File: src/rtl/led_scan_controller.sv
// Multiplexed 4-digit 7-segment scanner with dead-time blanking and a frame-synced display buffer; LEDSCAN_BLINK_EN adds frame-rate blink.
// All outputs registered alongside the state register; no backpressure, load is accepted on any cycle.
module led_scan_controller #(
  parameter int DIGIT_CYCLES = 25000,
  parameter int DEAD_CYCLES  = 16,
  parameter int CNT_W        = 16,
  parameter int BLINK_FRAMES = 64
) (
  input  logic        clk,
  input  logic        reset,
  input  logic        enable,
  input  logic        load,
  input  logic [15:0] data_in,
  input  logic        blink,
  output logic [3:0]  char,
  output logic [3:0]  anode,
  output logic        pending,
  output logic        frame_done
);

  typedef enum logic {BLANK, DRIVE} state_t;

  localparam logic [3:0]       SPACE      = 4'hC;
  localparam logic [CNT_W-1:0] DEAD_LAST  = CNT_W'(DEAD_CYCLES - 1);
  localparam logic [CNT_W-1:0] DIGIT_LAST = CNT_W'(DIGIT_CYCLES - 1);

  state_t           state, state_n;
  logic [1:0]       digit, digit_n;
  logic [CNT_W-1:0] cnt, cnt_n;
  logic [15:0]      shadow, shadow_n;
  logic [15:0]      active, active_n;
  logic             pending_n;
  logic             frame_done_n;
  logic [3:0]       anode_n, char_n;
  logic             blink_on_n;
  logic             lit;

  always_comb begin
    state_n      = state;
    digit_n      = digit;
    cnt_n        = cnt;
    shadow_n     = shadow;
    active_n     = active;
    pending_n    = pending;
    frame_done_n = 1'b0;
    if (!enable) begin
      state_n = BLANK;
      digit_n = 2'd0;
      cnt_n   = '0;
    end else if (state == BLANK) begin
      if (cnt == DEAD_LAST) begin
        cnt_n   = '0;
        state_n = DRIVE;
        // Commit only ahead of digit 0 so a frame never mixes two words
        if (digit == 2'd0 && pending) begin
          active_n  = shadow;
          pending_n = 1'b0;
        end
      end else begin
        cnt_n = cnt + CNT_W'(1);
      end
    end else begin
      if (cnt == DIGIT_LAST) begin
        cnt_n        = '0;
        digit_n      = digit + 2'd1;
        state_n      = BLANK;
        frame_done_n = (digit == 2'd3);
      end else begin
        cnt_n = cnt + CNT_W'(1);
      end
    end
    // A load on the commit cycle lands after the commit read the old shadow
    if (load) begin
      shadow_n  = data_in;
      pending_n = 1'b1;
    end
  end

  // Outputs decode the next state so they align with the registered state
  always_comb begin
    lit     = (state_n == DRIVE) && blink_on_n;
    anode_n = 4'b1111;
    char_n  = SPACE;
    if (lit) begin
      anode_n = ~(4'b0001 << digit_n);
      char_n  = active_n[{digit_n, 2'b00} +: 4];
    end
  end

  always_ff @(posedge clk) begin
    if (!reset) begin
      state      <= BLANK;
      digit      <= 2'd0;
      cnt        <= '0;
      shadow     <= 16'hCCCC;
      active     <= 16'hCCCC;
      pending    <= 1'b0;
      frame_done <= 1'b0;
      anode      <= 4'b1111;
      char       <= SPACE;
    end else begin
      state      <= state_n;
      digit      <= digit_n;
      cnt        <= cnt_n;
      shadow     <= shadow_n;
      active     <= active_n;
      pending    <= pending_n;
      frame_done <= frame_done_n;
      anode      <= anode_n;
      char       <= char_n;
    end
  end

`ifdef LEDSCAN_BLINK_EN
  localparam int FC_W = (BLINK_FRAMES > 1) ? $clog2(BLINK_FRAMES) : 1;

  logic [FC_W-1:0] frame_cnt, frame_cnt_n;
  logic            blink_phase, blink_phase_n;

  always_comb begin
    frame_cnt_n   = frame_cnt;
    blink_phase_n = blink_phase;
    if (!blink) begin
      frame_cnt_n   = '0;
      blink_phase_n = 1'b1;
    end else if (frame_done) begin
      if (frame_cnt == FC_W'(BLINK_FRAMES - 1)) begin
        frame_cnt_n   = '0;
        blink_phase_n = ~blink_phase;
      end else begin
        frame_cnt_n = frame_cnt + FC_W'(1);
      end
    end
  end

  always_ff @(posedge clk) begin
    if (!reset) begin
      frame_cnt   <= '0;
      blink_phase <= 1'b1;
    end else begin
      frame_cnt   <= frame_cnt_n;
      blink_phase <= blink_phase_n;
    end
  end

  assign blink_on_n = blink_phase_n;
`else
  logic unused_blink;
  assign unused_blink = blink;
  assign blink_on_n   = 1'b1;
`endif

endmodule

File: config.mk
export PLATFORM = sky130hd
export DESIGN_NAME = led_scan_controller
export DESIGN_NICKNAME = d
export VERILOG_FILES = /design/src/rtl/led_scan_controller.sv
export SDC_FILE = /design/constraint.sdc
export NUM_CORES = 1
export LEC_CHECK = 0
export CORE_MARGIN = 1.5
export CORE_UTILIZATION = 66
export DETAILED_ROUTE_END_ITERATION = 7
export DONT_BUFFER_PORTS = 1
export HOLD_SLACK_MARGIN = 0.1
export MAX_ROUTING_LAYER = met4
export PLACE_DENSITY_LB_ADDON = 0.08
export SETUP_SLACK_MARGIN = 0.4
export SYNTH_ARGS = -nofsm -noshare
export SYNTH_HDL_FRONTEND = slang
export SYNTH_SLANG_ARGS = --single-unit
File: constraint.sdc
create_clock -name clk -period 3.45 [get_ports clk]
set_input_delay 0.345 -clock clk [delete_from_list [all_inputs] [get_ports clk]]
set_output_delay 0.345 -clock clk [all_outputs]
set_load 0.02 [all_outputs]
Yosys cells after proc, flatten, opt, wreduce, memory -nomap -nowiden
Index checks and enable logic that the tools add are counted.

Register bits after elaboration: 61. Bits in latches: 0. RAM bits: 0. ROM bits: 0. Bits of input ports: 21. Output and inout port bits: 10. Logic and storage cells: 46. Memories kept: 0.

Add/subtract/negate cells: 2. Multipliers: 0. Divide/modulo/power cells: 0. $lt $le $gt $ge: 0. Equality and inequality tests: 4. Shifts and indexed selects: 2. Mux-type cells: 19. Bitwise logic cells: 1. Reduce and logical (&&, ||, !) cells: 9.

Operators by type and width (count): $mux W16 (7); $add A16 B1 Y16 const B (1); $eq A16 B15 Y1 const B (1); $eq A16 B4 Y1 const B (1); $shiftx A16 B5 Y4 (1); $mux W1 (9); $reduce_and A4 Y1 (2); $mux W2 (3); $reduce_bool A2 Y1 (3); $not A4 Y4 (1); $reduce_and A2 Y1 (2); $shl A1 B2 Y4 const A (1); $add A2 B1 Y2 const B (1); $eq A2 B2 Y1 const B (1); $logic_not A2 Y1 (1); $ne A2 B2 Y1 const B (1); $logic_and A1 B1 Y1 (1).

Logic depth before layout (Yosys ltp)
Depth in word-level cells: 7. Depth in mapped cells: 10. Depth with buffers taken out: 8.

Worst setup path before layout
Ideal clock, no wire load.

Kind: register to register. Start: register cnt[10]. End: register char[3]. Library setup time: 125 ps. Data arrival time: 1883 ps. Required time: 3325 ps. Setup slack: 1443 ps. Stages on the path, launching flop included: 8. Path buffers: 0. Clock period less this slack: 2007 ps. Cell sequence: dfxtp_1 -> nor4_2 -> nand2_2 -> nor4_4 -> mux2i_2 -> nand2_1 -> nand3_1 -> o211ai_2.

Word-level cells in the longest chain between the ends: 5. Elaborated cells on any way between the ends: 14. Those cells by class: 2 x eq/ne; 1 x shift; 10 x mux; 1 x reduce/logical.

RTL lines: start: declaration (RTL line 29) `logic [CNT_W-1:0] cnt, cnt_n;`; start signal: assignment (RTL line 104) `cnt <= cnt_n;`; $eq A16 B4 Y1 or $eq A16 B15 Y1 (tied branches) (RTL line 51, 63); $mux W16 (tied with other cells) (RTL line 51) `if (cnt == DEAD_LAST) begin`; $mux W16 (tied with other cells) (RTL line 50) `end else if (state == BLANK) begin`; $mux W16 (tied with other cells) (RTL line 46) `if (!enable) begin`; $shiftx A16 B5 Y4 or $reduce_and A2 Y1 (tied branches); end signal: assignment (RTL line 110) `char <= char_n;`; end: declaration (RTL line 15) `output logic [3:0] char,`.

Parallel ways exist; a longest one is shown, timed or not. A chain may end at the register's enable or synchronous reset.

Final worst setup path
Start: register cnt[0]. End: register char[1].

Same word-level chain as after synthesis.

==> qor.txt <==
Row Count: 22
Cell area after synthesis: 2510 µm²
Avg Vias per Cell: 5.55
DP HPWL: 2950 µm
Crit end category: flop
Synthesis-to-layout area growth: 7.61%
Worst setup margin: 1.05 ns
YS warnings: 0
CP most frequent cell: nor2_1
Final hold slack: 0.144 ns
Antenna Cells: 0
WP data required: 3.66 ns
Clock sinks: 61
Worst r2r dst: char[1]
Final slew viol count: 0
Total I/O pin count: 31
Crit path launch: cnt[0]
Die height: 64.7 µm
RR Startpoint: cnt[0]
Peak Freq: 416 MHz
Max stage delay cell, worst path: or3_1
Post-CTS setup buffer count: 0
Outcome: completed
Core area: 3660 µm²
Crit path cell chain: ha_1 -> and4bb_2 -> nand4b_1 -> or3_1 -> mux2i_1 -> nor2_1 -> nor2_1 -> o22ai_1
Mean Syn Cell Area: 9.28 µm²
Die area: 4190 µm²
CTS tree: built
Fillcell total: 288
Initial antenna violation count: 0
Fraction of layout cells with a size suffix above 1: 0.0899
CP startpoint kind: flop
H-tree depth: 3
Initial DRT Pass Iterations: 4
R2R depth: 8
Global-route wire length before repair: 7560 µm
Peak VDD IR: 0.000397 V
Avg WL per Cell: 13.8 µm
Worst-path clk slew: 0.06 ns
Slew headroom: 0.285
Final std cells w/o fill: 326
Worst Skew: 0.00556 ns
R2r setup slk: 1.05 ns
CTS root buf: clkbuf_8
Skew-Pair Late Insertion Delay: 0.33 ns
Max Cap Viol: 0
Endpoints failing setup: 0
Async S/R FF share, synth: 0
Total congestion overflow: 0
Max clock buf depth: 2
Kind of critical path: flop to flop
Residual DRC: 0
Vias in the first global route: 1,636
DRT iter0 DRCs: 101
Register area share after synthesis: 0.486
EDFF count, synth: 0
GRT Overall Usage: 0.252
RSZ-0062 raised after global routing: false
Initial core utilization: 0.687
Tot Pwr: 0.00131 W
Placed insts: 309
Fin. Hold Viols: 0
Critical path arrival: 2.61 ns
Number of synthesized register bits: 61
Setup TNS: 0 ns
Sequential cell area: 1220 µm²
Port-buffer cells: 0
Largest net degree at the start of global routing: 22
Nets: 297
Leak Pwr: 1.07 nW
Via Count: 1,810
Final period utilization: 0.697
Worst Hold Class: primary input to flop
Antenna Nets Post-Route: 0
Hold Buf Count CTS: 1
Leading cell types in the layout, fill and taps excluded: dfxtp_1 (61), nand2_1 (45), nor2_1 (30)
Syn Inst Count: 271
CTS resizes: 0
CP peak stage delay: 0.65 ns
Routability Congestion: 0.900
Worst Tran Pin Value: 1.07 ns
Number of distinct library cells after synthesis: 42
Post-synth top flop: dfxtp_1
Syn Nets: 295
Inserted Clock Buffers: 9
Critical Path Sink: char[1]
Post-place setup slack: 1.09 ns
Multi-input logic area: 1220 µm²
Die Width: 64.7 µm
Routed WL: 4510 µm
Critical path peak fanout: 17
Most common cell after layout, fill and taps aside: dfxtp_1
Tmin final: 2.40 ns
Power Density: 483 nW/µm²
-- state kept, by name, indices dropped and copies added, names as in the netlist --
register and count:
active 16, cnt 16, shadow 16, anode 4, char 4, digit 2
frame_done 1, pending 1, state 1
-- area by class of cell --
type | count | area share
clock buffers | 15 | 0.0615
clock inverters | 1 | 0.00185
well taps | 48 | 0.0222
inverters | 4 | 0.00555
repair buffers | 2 | 0.00647
flip-flops and latches | 61 | 0.451
multi-input cells | 195 | 0.451
-- synth_stat cells (2+ instances only) --
cell / number / area share
clkbuf_1: 6 / 0.0090
ha_1: 3 / 0.015
xnor2_1: 8 / 0.028
buf_4: 2 / 0.0060
nand3_1: 16 / 0.032
and3_1: 3 / 0.0075
a21boi_0: 5 / 0.015
o22ai_1: 2 / 0.0050
inv_1: 4 / 0.0060
nand2_1: 45 / 0.067
dfxtp_1: 61 / 0.49
xor2_1: 6 / 0.021
o21ai_0: 2 / 0.0040
nor2b_1: 13 / 0.032
nand4b_1: 3 / 0.010
nor2_1: 30 / 0.045
a21oi_1: 8 / 0.016
mux2i_1: 25 / 0.10
or3_1: 2 / 0.0050
nor3_1: 5 / 0.0099
-- critical path, delay by kind of cell (launching register included) --
family,cells,cell delay (ns)
compound gates,1,0.11
fa+ha+maj,1,0.27
flops,1,0.36
mux,1,0.37
simple gates,5,1.17
-- layer usage --
metal | share of wire | GRT usage
met5 | 0 | -
met2 | 0.45 | 0.365
met4 | 0.011 | 0.112
met3 | 0.047 | 0.104
met1 | 0.49 | 0.310
-- how the worst min path moves through the flow --
stage | cells after the start | end | from | slack, ns
6_report | 2 | shadow[2] | data_in[2] | 0.14
5_1_grt | 2 | shadow[3] | data_in[3] | 0.13
4_1_cts | 1 | pending | reset | 0.13
3_5_place_dp | 1 | shadow[10] | reset | 0.41
3_3_place_gp | 1 | shadow[6] | reset | 0.41
2_1_floorplan | 1 | cnt[0] | cnt[0] | 0.42
-- kinds of logic (layout without fill, tap and decap cells) --
logic type                 after synthesis  count (layout)  share of synthesized area
xor gates and xnor gates                14              14                     0.0488
AOI/OAI and AO/OA                       21              21                     0.0532
and+or+nand+nor                        129             129                      0.253
muxes                                   28              28                      0.115
buffers and inverters                   15              22                     0.0288
adders and majority gates                3               3                     0.0149
DFF                                     61              61                      0.486
-- power by group --
group / internal (W) / leakage [nW] / total [W] / switching, W
registers: 0.000718 / 0.496 / 0.000726 / 0.00000877
logic: 0.0000177 / 0.488 / 0.0000316 / 0.0000138
clock network: 0.000300 / 0.0877 / 0.000548 / 0.000248
total: 0.00104 / 1.07 / 0.00131 / 0.000271
-- through the flow --
| step | area, µm² | utilization |
|---|---|---|
| finish | 2710 | 0.739 |
| global route | 2710 | 0.739 |
| CTS | 2710 | 0.739 |
| detailed placement | 2520 | 0.690 |
| global placement | 2520 | 0.690 |
| floorplan | 2510 | - |
Note: power is estimated with default switching activity, not from simulation.
